--- src/rtl/branch_resolve_ctrl_pkg.sv ---
// Shared types for the branch resolve controller: entry layout, FSM encoding, compare helper.
// Latency: n/a (types and pure functions only).
// Backpressure: n/a.
package branch_resolve_ctrl_pkg;

    localparam int XLEN    = 32;
    localparam int PRED_W  = 1;
    localparam int ENTRY_W = PRED_W + 2 * XLEN;   // {predict, pc, target}

    typedef struct packed {
        logic            predict;
        logic [XLEN-1:0] pc;
        logic [XLEN-1:0] target;
    } pred_entry_t;

    typedef enum logic {
        RUN   = 1'b0,
        FLUSH = 1'b1
    } state_t;

    // A taken prediction that goes to the wrong place is as bad as a wrong direction.
    function automatic logic is_mispredict(input pred_entry_t e,
                                           input logic        taken,
                                           input logic [XLEN-1:0] tgt);
        return (e.predict != taken) || (e.predict && taken && (e.target != tgt));
    endfunction

endpackage

--- src/rtl/branch_resolve_ctrl_if.sv ---
// Bundle of fetch push, execute resolve, predictor update, redirect and CSR signals.
// Latency: n/a (wiring only).
// Backpressure: fetch side is gated by fe_ready; execute side has no backpressure.
interface branch_resolve_ctrl_if;
    import branch_resolve_ctrl_pkg::*;

    // fetch side
    logic            fe_valid;
    logic            fe_predict;
    logic [XLEN-1:0] fe_pc;
    logic [XLEN-1:0] fe_target;
    logic            fe_ready;
    // execute side
    logic            ex_valid;
    logic            ex_taken;
    logic [XLEN-1:0] ex_target;
    logic            ex_is_cond;
    // predictor update / redirect
    logic            upd_valid;
    logic            upd_result;
    logic            redirect;
    logic [XLEN-1:0] redirect_pc;
    // status
    logic            err;
    logic [31:0]     branch_cnt;
    logic [31:0]     mispred_cnt;

    // master: the pipeline around the controller
    modport master (
        output fe_valid, fe_predict, fe_pc, fe_target,
        output ex_valid, ex_taken, ex_target, ex_is_cond,
        input  fe_ready, upd_valid, upd_result, redirect, redirect_pc,
        input  err, branch_cnt, mispred_cnt
    );

    // slave: the controller itself
    modport slave (
        input  fe_valid, fe_predict, fe_pc, fe_target,
        input  ex_valid, ex_taken, ex_target, ex_is_cond,
        output fe_ready, upd_valid, upd_result, redirect, redirect_pc,
        output err, branch_cnt, mispred_cnt
    );

endinterface

--- src/rtl/branch_resolve_ctrl_pred_fifo.sv ---
// Synchronous DEPTH-entry FIFO holding in-flight predictions; clear has priority over push/pop.
// Latency: push visible at head the cycle after the write edge; head_dat is combinational from rd_ptr.
// Backpressure: pushes while full and pops while empty are ignored; caller gates with count.
// Ports: clk, rst (async high), push/push_dat, pop, clear, head_dat, count.
module pred_fifo #(
    parameter int  DEPTH = 4,
    parameter int  WIDTH = 65,
    localparam int PTR_W = $clog2(DEPTH)
) (
    input  logic             clk,
    input  logic             rst,
    input  logic             push,
    input  logic [WIDTH-1:0] push_dat,
    input  logic             pop,
    input  logic             clear,
    output logic [WIDTH-1:0] head_dat,
    output logic [PTR_W:0]   count
);

    logic [WIDTH-1:0] mem [DEPTH];
    logic [PTR_W-1:0] wr_ptr;
    logic [PTR_W-1:0] rd_ptr;
    logic [PTR_W:0]   cnt;
    logic             do_push;
    logic             do_pop;

    assign do_push  = push && (cnt < (PTR_W+1)'(DEPTH)) && !clear;
    assign do_pop   = pop && (cnt != '0) && !clear;
    assign head_dat = mem[rd_ptr];
    assign count    = cnt;

    // DEPTH is a power of two, so pointers wrap naturally.
    always_ff @(posedge clk or posedge rst) begin
        if (rst) begin
            wr_ptr <= '0;
            rd_ptr <= '0;
            cnt    <= '0;
        end else if (clear) begin
            wr_ptr <= '0;
            rd_ptr <= '0;
            cnt    <= '0;
        end else begin
            if (do_push) wr_ptr <= wr_ptr + 1'b1;
            if (do_pop)  rd_ptr <= rd_ptr + 1'b1;
            cnt <= cnt + (PTR_W+1)'(do_push) - (PTR_W+1)'(do_pop);
        end
    end

    // Storage needs no reset: an entry is only read after it has been written.
    always_ff @(posedge clk) begin
        if (do_push) mem[wr_ptr] <= push_dat;
    end

endmodule

--- src/rtl/branch_resolve_ctrl.sv ---
// Orders predicted branches, checks them against execute outcomes, strobes predictor update and redirects.
// Latency: update/redirect outputs one cycle after the resolving edge; counters visible the next cycle.
// Backpressure: fe_ready low when full or for FLUSH_CYCLES cycles after a redirect; execute is never stalled.
// Ports: clk, rst (async high), bus (slave side of branch_resolve_ctrl_if).
module branch_resolve_ctrl
    import branch_resolve_ctrl_pkg::*;
#(
    parameter int DEPTH        = 4,
    parameter int FLUSH_CYCLES = 2
) (
    input  logic                  clk,
    input  logic                  rst,
    branch_resolve_ctrl_if.slave  bus
);

    localparam int PTR_W = $clog2(DEPTH);
    localparam int FC_W  = $clog2(FLUSH_CYCLES + 1);

    state_t            state;
    state_t            state_nxt;
    logic [FC_W-1:0]   flush_cnt;
    logic [FC_W-1:0]   flush_cnt_nxt;

    logic [ENTRY_W-1:0] head_dat;
    pred_entry_t        head;
    pred_entry_t        push_entry;
    logic [PTR_W:0]     count;

    logic               in_run;
    logic               fe_ready;
    logic               do_push;
    logic               do_pop;
    logic               mispred;
    logic               err_set;
    logic [XLEN-1:0]    restart_pc;

    logic               upd_valid_q;
    logic               upd_result_q;
    logic               redirect_q;
    logic [XLEN-1:0]    redirect_pc_q;
    logic               err_q;
    logic [31:0]        branch_cnt_q;
    logic [31:0]        mispred_cnt_q;

    assign in_run = (state == RUN);

    // Held low during reset so every output reads 0 while rst is high.
    assign fe_ready = !rst && in_run && (count < (PTR_W+1)'(DEPTH));

    assign head       = pred_entry_t'(head_dat);
    assign push_entry = '{predict: bus.fe_predict, pc: bus.fe_pc, target: bus.fe_target};

    assign do_pop  = in_run && bus.ex_valid && (count != '0);
    assign mispred = do_pop && is_mispredict(head, bus.ex_taken, bus.ex_target);
    // A redirect squashes everything younger, including a push in the same cycle.
    assign do_push = bus.fe_valid && fe_ready && !mispred;

    assign err_set = (in_run && bus.ex_valid && (count == '0))
                   || (!in_run && bus.ex_valid)
                   || (in_run && bus.fe_valid && !fe_ready);

    assign restart_pc = bus.ex_taken ? bus.ex_target : (head.pc + 32'd4);

    pred_fifo #(
        .DEPTH (DEPTH),
        .WIDTH (ENTRY_W)
    ) u_pred_fifo (
        .clk      (clk),
        .rst      (rst),
        .push     (do_push),
        .push_dat (push_entry),
        .pop      (do_pop),
        .clear    (mispred),
        .head_dat (head_dat),
        .count    (count)
    );

    always_ff @(posedge clk or posedge rst) begin
        if (rst) begin
            state     <= RUN;
            flush_cnt <= '0;
        end else begin
            state     <= state_nxt;
            flush_cnt <= flush_cnt_nxt;
        end
    end

    // FLUSH lasts exactly FLUSH_CYCLES cycles: loaded on entry, leave when it reads 1.
    always_comb begin
        state_nxt     = state;
        flush_cnt_nxt = flush_cnt;
        case (state)
            RUN: begin
                if (mispred) begin
                    state_nxt     = FLUSH;
                    flush_cnt_nxt = FC_W'(FLUSH_CYCLES);
                end
            end
            FLUSH: begin
                if (flush_cnt == FC_W'(1)) begin
                    state_nxt     = RUN;
                    flush_cnt_nxt = '0;
                end else begin
                    flush_cnt_nxt = flush_cnt - 1'b1;
                end
            end
            default: begin
                state_nxt     = RUN;
                flush_cnt_nxt = '0;
            end
        endcase
    end

    always_ff @(posedge clk or posedge rst) begin
        if (rst) begin
            upd_valid_q   <= 1'b0;
            upd_result_q  <= 1'b0;
            redirect_q    <= 1'b0;
            redirect_pc_q <= '0;
            err_q         <= 1'b0;
            branch_cnt_q  <= '0;
            mispred_cnt_q <= '0;
        end else begin
            // JAL entries never train the direction predictor.
            upd_valid_q   <= do_pop && bus.ex_is_cond;
            upd_result_q  <= do_pop && bus.ex_is_cond && bus.ex_taken;
            redirect_q    <= mispred;
            redirect_pc_q <= mispred ? restart_pc : '0;
            if (err_set) err_q <= 1'b1;
            if (do_pop)  branch_cnt_q  <= branch_cnt_q + 32'd1;
            if (mispred) mispred_cnt_q <= mispred_cnt_q + 32'd1;
        end
    end

    assign bus.fe_ready    = fe_ready;
    assign bus.upd_valid   = upd_valid_q;
    assign bus.upd_result  = upd_result_q;
    assign bus.redirect    = redirect_q;
    assign bus.redirect_pc = redirect_pc_q;
    assign bus.err         = err_q;
    assign bus.branch_cnt  = branch_cnt_q;
    assign bus.mispred_cnt = mispred_cnt_q;

endmodule

--- src/flat_wrapper.sv ---
// flat-port wrapper written by rule: the top's interface ports become plain ports
module branch_resolve_ctrl_flat import branch_resolve_ctrl_pkg::*;
#(
    parameter int DEPTH        = 4,
    parameter int FLUSH_CYCLES = 2
)
  (clk, rst, bus_fe_valid, bus_fe_predict, bus_fe_pc, bus_fe_target, bus_ex_valid, bus_ex_taken, bus_ex_target, bus_ex_is_cond, bus_fe_ready, bus_upd_valid, bus_upd_result, bus_redirect, bus_redirect_pc, bus_err, bus_branch_cnt, bus_mispred_cnt);
  branch_resolve_ctrl_if bus_i ();
  input  logic clk;
  input  logic rst;
  input wire logic [$bits(bus_i.fe_valid)-1:0] bus_fe_valid;
  input wire logic [$bits(bus_i.fe_predict)-1:0] bus_fe_predict;
  input wire logic [$bits(bus_i.fe_pc)-1:0] bus_fe_pc;
  input wire logic [$bits(bus_i.fe_target)-1:0] bus_fe_target;
  input wire logic [$bits(bus_i.ex_valid)-1:0] bus_ex_valid;
  input wire logic [$bits(bus_i.ex_taken)-1:0] bus_ex_taken;
  input wire logic [$bits(bus_i.ex_target)-1:0] bus_ex_target;
  input wire logic [$bits(bus_i.ex_is_cond)-1:0] bus_ex_is_cond;
  output wire logic [$bits(bus_i.fe_ready)-1:0] bus_fe_ready;
  output wire logic [$bits(bus_i.upd_valid)-1:0] bus_upd_valid;
  output wire logic [$bits(bus_i.upd_result)-1:0] bus_upd_result;
  output wire logic [$bits(bus_i.redirect)-1:0] bus_redirect;
  output wire logic [$bits(bus_i.redirect_pc)-1:0] bus_redirect_pc;
  output wire logic [$bits(bus_i.err)-1:0] bus_err;
  output wire logic [$bits(bus_i.branch_cnt)-1:0] bus_branch_cnt;
  output wire logic [$bits(bus_i.mispred_cnt)-1:0] bus_mispred_cnt;
  assign bus_i.fe_valid = bus_fe_valid;
  assign bus_i.fe_predict = bus_fe_predict;
  assign bus_i.fe_pc = bus_fe_pc;
  assign bus_i.fe_target = bus_fe_target;
  assign bus_i.ex_valid = bus_ex_valid;
  assign bus_i.ex_taken = bus_ex_taken;
  assign bus_i.ex_target = bus_ex_target;
  assign bus_i.ex_is_cond = bus_ex_is_cond;
  assign bus_fe_ready = bus_i.fe_ready;
  assign bus_upd_valid = bus_i.upd_valid;
  assign bus_upd_result = bus_i.upd_result;
  assign bus_redirect = bus_i.redirect;
  assign bus_redirect_pc = bus_i.redirect_pc;
  assign bus_err = bus_i.err;
  assign bus_branch_cnt = bus_i.branch_cnt;
  assign bus_mispred_cnt = bus_i.mispred_cnt;
  branch_resolve_ctrl #(.DEPTH(DEPTH), .FLUSH_CYCLES(FLUSH_CYCLES)) u_core (.clk(clk), .rst(rst), .bus(bus_i));
endmodule
--- config.mk ---
export PLATFORM = sky130hd
export DESIGN_NAME = branch_resolve_ctrl_flat
export DESIGN_NICKNAME = d
export VERILOG_FILES = /design/src/rtl/branch_resolve_ctrl_pkg.sv /design/src/rtl/branch_resolve_ctrl_if.sv /design/src/rtl/branch_resolve_ctrl_pred_fifo.sv /design/src/rtl/branch_resolve_ctrl.sv /design/src/flat_wrapper.sv
export SDC_FILE = /design/constraint.sdc
export NUM_CORES = 1
export LEC_CHECK = 0
export CELL_PAD_IN_SITES_DETAIL_PLACEMENT = 1
export CELL_PAD_IN_SITES_GLOBAL_PLACEMENT = 2
export CORE_ASPECT_RATIO = 0.75
export CORE_UTILIZATION = 36
export DETAILED_ROUTE_END_ITERATION = 16
export GPL_ROUTABILITY_DRIVEN = 0
export GPL_TIMING_DRIVEN = 0
export PLACE_DENSITY_LB_ADDON = 0.1
export RECOVER_POWER = 100
export SLEW_MARGIN = 5
export SYNTH_ARGS = -nofsm -noshare
export SYNTH_HDL_FRONTEND = slang
export SYNTH_SLANG_ARGS = --single-unit
--- constraint.sdc ---
create_clock -name clk -period 4.7 [get_ports clk]
set_clock_uncertainty 0.05 [all_clocks]
set_input_delay 0.94 -clock clk [delete_from_list [all_inputs] [get_ports clk]]
set_output_delay 0.94 -clock clk [all_outputs]
set_load 0.02 [all_outputs]
# [Word-level counts from Yosys, hierarchy flattened]
# Memories as Yosys holds them, arrays and structs flattened.
# Index checks and enable logic that the tools add are counted.
[word_totals] rom_bits=0 latch_bits=0 output_inout_bits=101 input_bits=103 mem_count=1 elab_cells=71 ramBits=260 ff_bits=110
[op_classes] n_mux=15 n_reduce_logical=29 eq_ne=4 n_div=0 multipliers=0 shifts=0 n_addsub=8 bitwise=1 magnitude_cmp=1
[memory_table] memory="u_core.u_pred_fifo.mem" words=4 word_bits=65 rd=1 rd_ports_with_merged_regs=0 wr=1 line="branch_resolve_ctrl_pred_fifo.sv:20" rtl="logic [WIDTH-1:0] mem [DEPTH];"
[ops] operator="32-bit by 1-bit adder with 32-bit output (second input constant)" n=2
[ops] operator="32-bit two-way mux" n=2
[ops] operator="32-bit by 3-bit adder with 32-bit output (second input constant)" n=1
[ops] operator="32-bit != test" n=1
[ops] operator="1-bit logical AND" n=19
[ops] operator="2-bit two-way mux" n=6
[ops] operator="2-bit by 1-bit adder with 2-bit output (second input constant)" n=2
[ops] operator="1-bit two-way mux" n=4
[ops] operator="2-bit one-hot mux with 2 select lines" n=1
[ops] operator="2-bit nonzero test" n=2
[ops] operator="3-bit by 1-bit adder with 3-bit output" n=1
[ops] operator="1-bit zero test" n=3
[ops] operator="3-bit zero test" n=1
[ops] operator="1-bit logical OR" n=3
[ops] operator="3-bit less-than comparator (second input constant)" n=1
[ops] operator="3-bit two-way mux" n=1
[ops] operator="3-bit nonzero test" n=1
[ops] operator="3-bit by 1-bit subtractor with 3-bit output" n=1
[ops] operator="2-bit by 1-bit equality test with 1-bit output (second input constant)" n=1
[ops] operator="2-bit != test (second input constant)" n=1
[ops] operator="1-bit one-hot mux with 2 select lines" n=1
[ops] operator="2-bit by 1-bit subtractor with 2-bit output (second input constant)" n=1
[ops] operator="1-bit != test" n=1
[ops] operator="1-bit NOT" n=1

# [Logic depth before layout (Yosys ltp)]
# Gate-level depths: netlist of run 1.
# An unclocked memory read counts as a cell.
[depth] word_depth=12 depth_mapped=20 mapped_depth_nobuf=16

# [Cells and area by module]
# A second synthesis of run 1 with hierarchy kept.
[unflattened] cells_unflattened=926 area_unflattened_um2=15462.3
[modules_own_cells] module="pred_fifo" n_inst=1 area_each_um2=9851.9 cells_each=383 seq_area_each_um2=7982.7
[modules_own_cells] module="branch_resolve_ctrl" n_inst=1 area_each_um2=5610.4 cells_each=543 seq_area_each_um2=2577.5

# [Least setup slack after synthesis of run 1]
# No wires, ideal clock.
[synth_timing] kind="flip-flop to flip-flop" startpoint="reg u_core.u_pred_fifo.rd_ptr[0]" endpoint="mem u_core.u_pred_fifo.mem[0][0], enable pin" t_required_ns=4.220 path_stages_with_launch=11 path_buffers=6 t_arrival_ns=4.018 setup_slack_ns=0.202 period_less_slack_ns=4.498 setup_ns=0.430 cell_sequence="dfrtp_1 > buf_4 > buf_12 > buf_8 > buf_12 > buf_2 > mux4_2 > ha_1 > o21ai_4 > buf_2 > and3_1"
[synth_via] elab_chain_cells=11 elab_cells_between_ends=13 classes_between="eq/ne: 2; mux: 2; reduce/logical: 8; memory: 1"
[synth_lines] element="start: declaration" line="branch_resolve_ctrl_pred_fifo.sv:22" rtl="logic [PTR_W-1:0] rd_ptr;"
[synth_lines] element="start signal: assignment" line="branch_resolve_ctrl_pred_fifo.sv:44" rtl="if (do_pop) rd_ptr <= rd_ptr + 1'b1;"
[synth_lines] element="memory 4 x 65 bit (*)"
[synth_lines] element="32-bit != test or 1-bit logical AND (tied branches)" line="branch_resolve_ctrl_pkg.sv:25" rtl="return (e.predict != taken) || (e.predict && taken && (e.target != tgt));"
[synth_lines] element="1-bit logical AND" line="branch_resolve_ctrl_pkg.sv:25"
[synth_lines] element="1-bit logical OR (*)" line="branch_resolve_ctrl_pkg.sv:25"
[synth_lines] element="1-bit logical AND (*)" line="branch_resolve_ctrl.sv:54" rtl="assign mispred = do_pop && is_mispredict(head, bus.ex_taken, bus.ex_target);"
[synth_lines] element="1-bit zero test (*)" line="branch_resolve_ctrl_pred_fifo.sv:27, branch_resolve_ctrl.sv:56"
[synth_lines] element="1-bit logical AND" line="branch_resolve_ctrl.sv:56" rtl="assign do_push = bus.fe_valid && fe_ready && !mispred;"
[synth_lines] element="1-bit logical AND" line="branch_resolve_ctrl_pred_fifo.sv:27" rtl="assign do_push = push && (cnt < (PTR_W+1)'(DEPTH)) && !clear;"
[synth_lines] element="1-bit logical AND (*)" line="branch_resolve_ctrl_pred_fifo.sv:27"
[synth_lines] element="1-bit two-way mux (*)" line="branch_resolve_ctrl_pred_fifo.sv:51" rtl="if (do_push) mem[wr_ptr] <= push_dat;"
[synth_lines] element="1-bit two-way mux (not written as such) (*)" line="branch_resolve_ctrl_pred_fifo.sv:51"
[synth_lines] element="end: declaration" line="branch_resolve_ctrl_pred_fifo.sv:20"
# Every way passes the cells marked *; elsewhere a longest branch is shown, timed or not.

# [Final worst setup path of run 1]
[layout_timing] startpoint="reg u_core.u_pred_fifo.rd_ptr[0]" endpoint="reg u_core.u_pred_fifo.cnt[2] (netlist: u_core.u_pred_fifo.count[2])"
[layout_via] elab_chain_cells=12 elab_cells_between_ends=15 classes_between="add/sub: 2; eq/ne: 2; mux: 1; reduce/logical: 9; memory: 1"
[layout_lines] element="memory 4 x 65 bit (*)"
[layout_lines] element="32-bit != test or 1-bit logical AND (tied branches)" line="branch_resolve_ctrl_pkg.sv:25"
[layout_lines] element="1-bit logical AND" line="branch_resolve_ctrl_pkg.sv:25"
[layout_lines] element="1-bit logical OR (*)" line="branch_resolve_ctrl_pkg.sv:25"
[layout_lines] element="1-bit logical AND (*)" line="branch_resolve_ctrl.sv:54"
[layout_lines] element="1-bit zero test" line="branch_resolve_ctrl_pred_fifo.sv:27, branch_resolve_ctrl_pred_fifo.sv:28, branch_resolve_ctrl.sv:56"
[layout_lines] element="1-bit logical AND" line="branch_resolve_ctrl.sv:56"
[layout_lines] element="1-bit logical AND (2 in a row)" line="branch_resolve_ctrl_pred_fifo.sv:27"
[layout_lines] element="3-bit by 1-bit adder with 3-bit output" line="branch_resolve_ctrl_pred_fifo.sv:45" rtl="cnt <= cnt + (PTR_W+1)'(do_push) - (PTR_W+1)'(do_pop);"
[layout_lines] element="3-bit by 1-bit subtractor with 3-bit output" line="branch_resolve_ctrl_pred_fifo.sv:45"
[layout_lines] element="3-bit two-way mux (*)" line="branch_resolve_ctrl_pred_fifo.sv:38" rtl="end else if (clear) begin"
[layout_lines] element="end signal: assignment" line="branch_resolve_ctrl_pred_fifo.sv:45"
[layout_lines] element="end: declaration" line="branch_resolve_ctrl_pred_fifo.sv:23" rtl="logic [PTR_W:0] cnt;"
# Marks and branches as above.
# A chain may end at the register's enable or synchronous reset.

==> results of run 1 <==
[cells by family after synthesis]
family / Yosys count / share of synthesized area (%)
buffers and inverters: 52 / 2.06
XOR/XNOR: 121 / 6.99
AO/OA/AOI/OAI: 41 / 1.79
flip-flops: 370 / 69.7
AND/OR/NAND/NOR: 236 / 8.11
multiplexers: 75 / 10.3
adder cells (fa/ha/maj): 12 / 1.04
[stage by stage]
step / hold WS (ps) / setup TNS, ps / cells / cell area [sq um]
after floorplan: 402 / 0 / 907 / 15200
after global placement: 408 / -700310 / 1671 / 17900
after detailed placement: 421 / -299 / 1676 / 18000
after CTS: 428 / 0 / 1749 / 19400
after global routing: 445 / 0 / 1749 / 19400
final: 419 / 0 / 1749 / 19400
[area by class of cell]
class	count	area (sq um)	area share [%]
Multi-Input combinational cell	485	4300	22.2
Sequential cell	370	10600	54.5
Clock inverter	25	343	1.77
Antenna cell	1	2.50	0.0129
Inverter	21	80.1	0.413
Buffer	29	206	1.07
Tap cell	561	702	3.62
Clock buffer	49	1060	5.49
Timing Repair Buffer	208	2130	11.0
[cells in the mapped netlist (all sizes together) (9+ instances only)]
cell type | count | area share [%]
nand2 | 44 | 1.1
ha | 11 | 0.91
a21oi | 19 | 0.63
mux4 | 65 | 9.7
clkbuf | 10 | 0.25
o21ai | 9 | 0.37
nor3 | 9 | 0.37
nand4 | 25 | 1.1
nor2 | 64 | 1.6
xor2 | 31 | 1.8
nand3 | 33 | 1.2
dfrtp | 110 | 18
and3 | 21 | 0.87
inv | 20 | 0.50
edfxtp | 260 | 52
nor4 | 14 | 0.66
buf | 21 | 1.3
xnor2 | 90 | 5.2
[state kept, by name (all words and copies together) (netlist names)]
register,count
u_core.bus.upd_result,1
u_core.bus.branch_cnt,32
u_core.bus.err,1
u_core.flush_cnt,2
u_core.bus.redirect,1
u_core.bus.upd_valid,1
u_core.bus.mispred_cnt,32
u_core.u_pred_fifo.wr_ptr,2
u_core.u_pred_fifo.count,3
u_core.bus.redirect_pc,32
u_core.state,1
u_core.u_pred_fifo.mem,260
u_core.u_pred_fifo.rd_ptr,2
[critical path, cell delays in order (launching register included)]
cell and delay, ps:
dfrtp_1 340, buf_4 170, buf_12 170, buf_12 170, mux4_2 540, xnor2_1 190, nand4_1 190, nor4_4 330
a21boi_2 150, o21ai_4 260, buf_4 240, and2_1 140, inv_1 40, ha_1 260, inv_1 50, ha_1 130
inv_1 50, fa_1 370, xor2_1 180, xnor2_1 140, nor2_1 50
[metal layers]
| layer | share of wire (%) | wire (um) |
|---|---|---|
| met2 | 46 | 18300 |
| met4 | 1.7 | 691 |
| met1 | 49 | 19300 |
| met3 | 3.8 | 1500 |
| met5 | 0.020 | 8 |
[worst max-delay path by stage]
stage / from / end / slack, ps
2_1_floorplan: u_core.u_pred_fifo.rd_ptr[0] / u_core.u_pred_fifo.mem[0][0] / 200
6_report: u_core.u_pred_fifo.rd_ptr[0] / u_core.u_pred_fifo.count[2] / 340
5_1_grt: u_core.u_pred_fifo.rd_ptr[0] / u_core.u_pred_fifo.count[2] / 20
4_1_cts: u_core.u_pred_fifo.rd_ptr[0] / u_core.u_pred_fifo.count[2] / 30
3_3_place_gp: u_core.u_pred_fifo.rd_ptr[1] / u_core.u_pred_fifo.mem[0][46] / -2140
3_5_place_dp: u_core.u_pred_fifo.rd_ptr[1] / u_core.u_pred_fifo.count[2] / -220
[timing repair]
item | in CTS | in global routing
endpoints found under the setup margin | 34 | 1
gates resized for setup | 0 | 4
buffers inserted | 0 | 0
pin swaps | 0 | 2
[where the power goes]
group / switching, mW / total (mW) / internal, mW
logic: 1.23 / 2.20 / 0.976
clock network: 1.32 / 3.34 / 2.01
registers: 0.134 / 3.90 / 3.77
total: 2.69 / 9.44 / 6.76
==> flow_summary.yaml, run 1 <==
clocking:
  cts_buffers: 40
  clk_latency_ps: 560
  ctsHoldBuffers: 0
  clockBufferDepth: 3
  clock_sinks: 370
  cts_root_buf: "clkbuf_16"
  htree_levels: 2
  clk_pin_slew_worst_paths_ps: 60
  cts_tree: "yes"
min_path:
  hp-class: "register to register"
  min_to: "u_core.bus.branch_cnt[31]"
  whs_path_depth: 1
  min_from: "u_core.bus.branch_cnt[31]"
die:
  core_sq_um: 41200
  start_util_pct: 36.8
  dieArea_sq_um: 42900
  pin_count: 204
  rows: 64
  die_height_um: 180
  die_w_um: 239
status:
  status: "finished with violations"
  violations: "max-capacitance violations, max-slew violations"
power_and_ir_drop:
  power_mw: 9.44
  p_leak_nw: 7.14
  ir_worst_vdd_mv: 0.239
  power_density_nw_per_um2: 487
worst_setup_path:
  cp-start-kind: "register"
  critPathArrivalTime_ps: 4710
  cp.required_ps: 5040
  worst_setup_path_end_kind: "register"
  critical_path_class: "register to register"
  reg2regPathDepth: 20
  timing.rr.start: "u_core.u_pred_fifo.rd_ptr[0]"
  cp_max_fo: 10
  rrSetupSlack_ps: 340
  timing.rr.end: "u_core.u_pred_fifo.count[2]"
finish:
  layout_commonest_cell: "edfxtp_1"
  nNetsFinal: 1270
  area_growth_pct: 27.9
  fin_util_pct: 47.1
  drive_gt1_share_pct: 14.0
  fillers: 4064
  layout_common_cells: "edfxtp_1, dlygate4sd3_1, dfrtp_1, xnor2_1, mux4_2"
logic_synthesis:
  ys_ff_latch: 370
  synth_area_sq_um: 15200
  synth_ff_type: "edfxtp_1"
  ys_types: 53
  synth_nets: 1022
  synth-edff-count: 260
  async_flop_share_pct: 29.7
  ys_seq_area_share_pct: 69.7
  syn_inst: 907
  avgSynthCellArea_sq_um: 16.7
  yosysWarnings: 0
global_routing:
  grt_usage_pct: 19.1
  met1_usage_pct: 28.6
  gr-usage-met3_pct: 2.87
  grt_overflow: 0
  grt_max_degree: 70
  globalRouteMet2Util_pct: 29.2
  grt_pass1_wl_mm: 60.5
  antenna_found_initial: 3
  grt_pass1_vias: 9197
  grt-busiest-layer: "met2"
timing:
  rsz0062_at_grt: "false"
  fin_crit_ps: 4360
  slew_violations: 42
  maxSlewHeadroom_pct: -36.5
  hold_viol_final: 0
  post-route-period-util_pct: 92.8
  clock.fmax_ghz: 0.229
  tightest_slew_ps: 2040
  worst_slack_ps: 338
  setup_viol: 0
routing:
  wl_mm: 39.8
  wl_per_cell_um: 22.8
  drc: 0
  vias_per_cell: 5.02
  drt_iter0_markers: 500
  first_pass_iters: 4
  detail-route-antenna-nets: 0
  vias: 8779
job:
  cap_violations: 2
placement:
  port_buffers: 203
  place_ws_ps: -221
  dp_hpwl_mm: 28.1
Power figures use the tool's default switching activity.
==> inputs of run 2 (changes only) <==
==> constraint.sdc (replaced) <==
create_clock -name clk -period 4.7 [get_ports clk]
set_clock_uncertainty 0.05 [all_clocks]
set_input_delay 1.41 -clock clk [delete_from_list [all_inputs] [get_ports clk]]
set_output_delay 1.41 -clock clk [all_outputs]
set_load 0.02 [all_outputs]
==> run 2 against run 1 <==
Via count is 0.21% lower. Hold slack hardly changed. Final cell count is 0.11% higher. Combinational power hardly changed. Highest routed layer is now met4. The run still ends with max-capacitance violations, max-slew violations left. Critical path depth is 11 lower. Clock-buffer cell count stayed put. Largest cell class unchanged. Critical path type is now input port to register.
==> flow_summary.yaml, run 2 (synthesis results as in run 1) <==
status:
  status: "finished with violations"
  violations: "max-capacitance violations, max-slew violations"
worst_setup_path:
  cpMaxStageDelayCell: "and3_2"
  critPathArrivalTime_ps: 4580
  cp_max_fo: 43
  cp_cell_sequence: "clkdlybuf4s50_1, xnor2_1, nand4_1, nor4_4, a21boi_2, o21ai_4, buf_4, and3_2, buf_6"
  worst_setup_path_end_kind: "register"
  cp.required_ps: 4840
  critical_path_class: "input port to register"
  timing.rr.end: "u_core.u_pred_fifo.mem[2][34]"
  critPathCapture: "u_core.u_pred_fifo.mem[2][34]"
  rrSetupSlack_ps: 390
  cp-start-kind: "input port"
  max_stage_delay_ps: 660
  crit_start: "bus_ex_target[3]"
  timing.rr.start: "u_core.u_pred_fifo.rd_ptr[1]"
  reg2regPathDepth: 11
timing:
  rsz0062_at_grt: "false"
  fin_crit_ps: 4440
  tightest_slew_ps: 1930
  hold_viol_final: 0
  setup_viol: 0
  post-route-period-util_pct: 94.5
  clock.fmax_ghz: 0.225
  slew_violations: 43
  maxSlewHeadroom_pct: -29.6
  worst_slack_ps: 260
finish:
  largest_reg_flops: 260
  layout.cells.non_filler: 1751
  nNetsFinal: 1271
  layout_common_cells: "edfxtp_1, dlygate4sd3_1, dfrtp_1, xnor2_1, mux4_2"
  layout_commonest_cell: "edfxtp_1"
  regMostFlops: "u_core.u_pred_fifo.mem"
  area_growth_pct: 27.7
  drive_gt1_share_pct: 14.0
routing:
  drt_iter0_markers: 505
  wl_per_cell_um: 22.8
  detail-route-antenna-nets: 0
  wl_mm: 39.9
  vias: 8761
  first_pass_iters: 5
  drc: 0
  vias_per_cell: 5.00
global_routing:
  grt_pass1_vias: 9197
  grt_pass1_wl_mm: 60.5
  grt_overflow: 0
  grt_usage_pct: 19.1
  antenna_found_initial: 3
  grt_max_degree: 70
clocking:
  clock_sinks: 370
  cts_buffers: 40
  cts_tree: "yes"
  clk_pin_slew_worst_paths_ps: 50
  clockBufferDepth: 3
  clk_latency_ps: 560
  cts_root_buf: "clkbuf_16"
  htree_levels: 2
power_and_ir_drop:
  power_density_nw_per_um2: 488
  p_leak_nw: 7.13
  power_mw: 9.44
  ir_worst_vdd_mv: 0.236
die:
  dieArea_sq_um: 42900
  core_sq_um: 41200
  die_height_um: 180
  rows: 64
  pin_count: 204
  start_util_pct: 36.8
  die_w_um: 239
placement:
  dp_hpwl_mm: 28.1
  place_ws_ps: -605
  port_buffers: 203
  placed_cells: 1676
min_path:
  hp-class: "register to register"
job:
  cap_violations: 1
[run 2: metal layers]
metal  vias to the layer above  global-route usage (%)  share of wire (%)
met5                         -                       0                  0
met4                         0                    4.36                1.7
met3                        48                    2.87                3.8
met2                       162                    29.2                 46
met1                      4631                    28.6                 48
li1                       3920                       -                  -
[run 2: layout make-up]
cell class / instances / area [sq um]
inverters: 21 / 80.1
multi-input cells: 485 / 4300
repair buffers: 209 / 2090
clock buffers: 49 / 1060
fillers: 4070 / 21800
diodes: 2 / 5.00
well taps: 561 / 702
flip-flops and latches: 370 / 10600
clock inverters: 25 / 343
plain buffers: 29 / 204
[run 2: worst min path at each step]
stage | cells past startpoint | end | slack (ps) | start
2_1_floorplan | 1 | u_core.flush_cnt[0] | 400 | u_core.flush_cnt[0]
3_3_place_gp | 1 | u_core.bus.branch_cnt[31] | 410 | u_core.bus.branch_cnt[31]
3_5_place_dp | 1 | u_core.bus.branch_cnt[31] | 420 | u_core.bus.branch_cnt[31]
4_1_cts | 1 | u_core.bus.branch_cnt[31] | 430 | u_core.bus.branch_cnt[31]
5_1_grt | 1 | u_core.bus.branch_cnt[31] | 440 | u_core.bus.branch_cnt[31]
6_report | 1 | u_core.bus.branch_cnt[31] | 420 | u_core.bus.branch_cnt[31]
[run 2: worst max-delay path: cells and delay by family]
| family | cells | cell delay [ps] |
|---|---|---|
| xor gates and xnor gates | 1 | 270 |
| buffers and inverters | 3 | 1290 |
| AOI/OAI and AO/OA | 2 | 330 |
| and+or+nand+nor | 3 | 1220 |
[run 2: report_power, final]
group | internal [mW] | leakage (nW) | switching, mW
clock | 2.01 | 0.690 | 1.32
combinational | 0.973 | 2.63 | 1.23
sequential | 3.77 | 3.81 | 0.134
total | 6.76 | 7.13 | 2.68
[run 2: metrics by stage]
stage	hold WS (ps)	TNS, ps	cell area (sq um)	util [%]
6_report	419	0	19300	47.0
4_1_cts	428	0	19500	47.3
5_1_grt	445	0	19300	47.0
3_5_place_dp	421	-49870	18000	43.8
3_3_place_gp	408	-851210	17900	43.5
2_1_floorplan	402	0	15200	-
[run 2: repair_timing]
action / in CTS / in global routing
resized for setup: 2 / 0
pin swaps: 0 / 3
endpoints found under the setup margin: 34 / 1
hold buffers: 0 / 0
buffers inserted: 0 / 1
hold endpoints to repair: 0 / 0
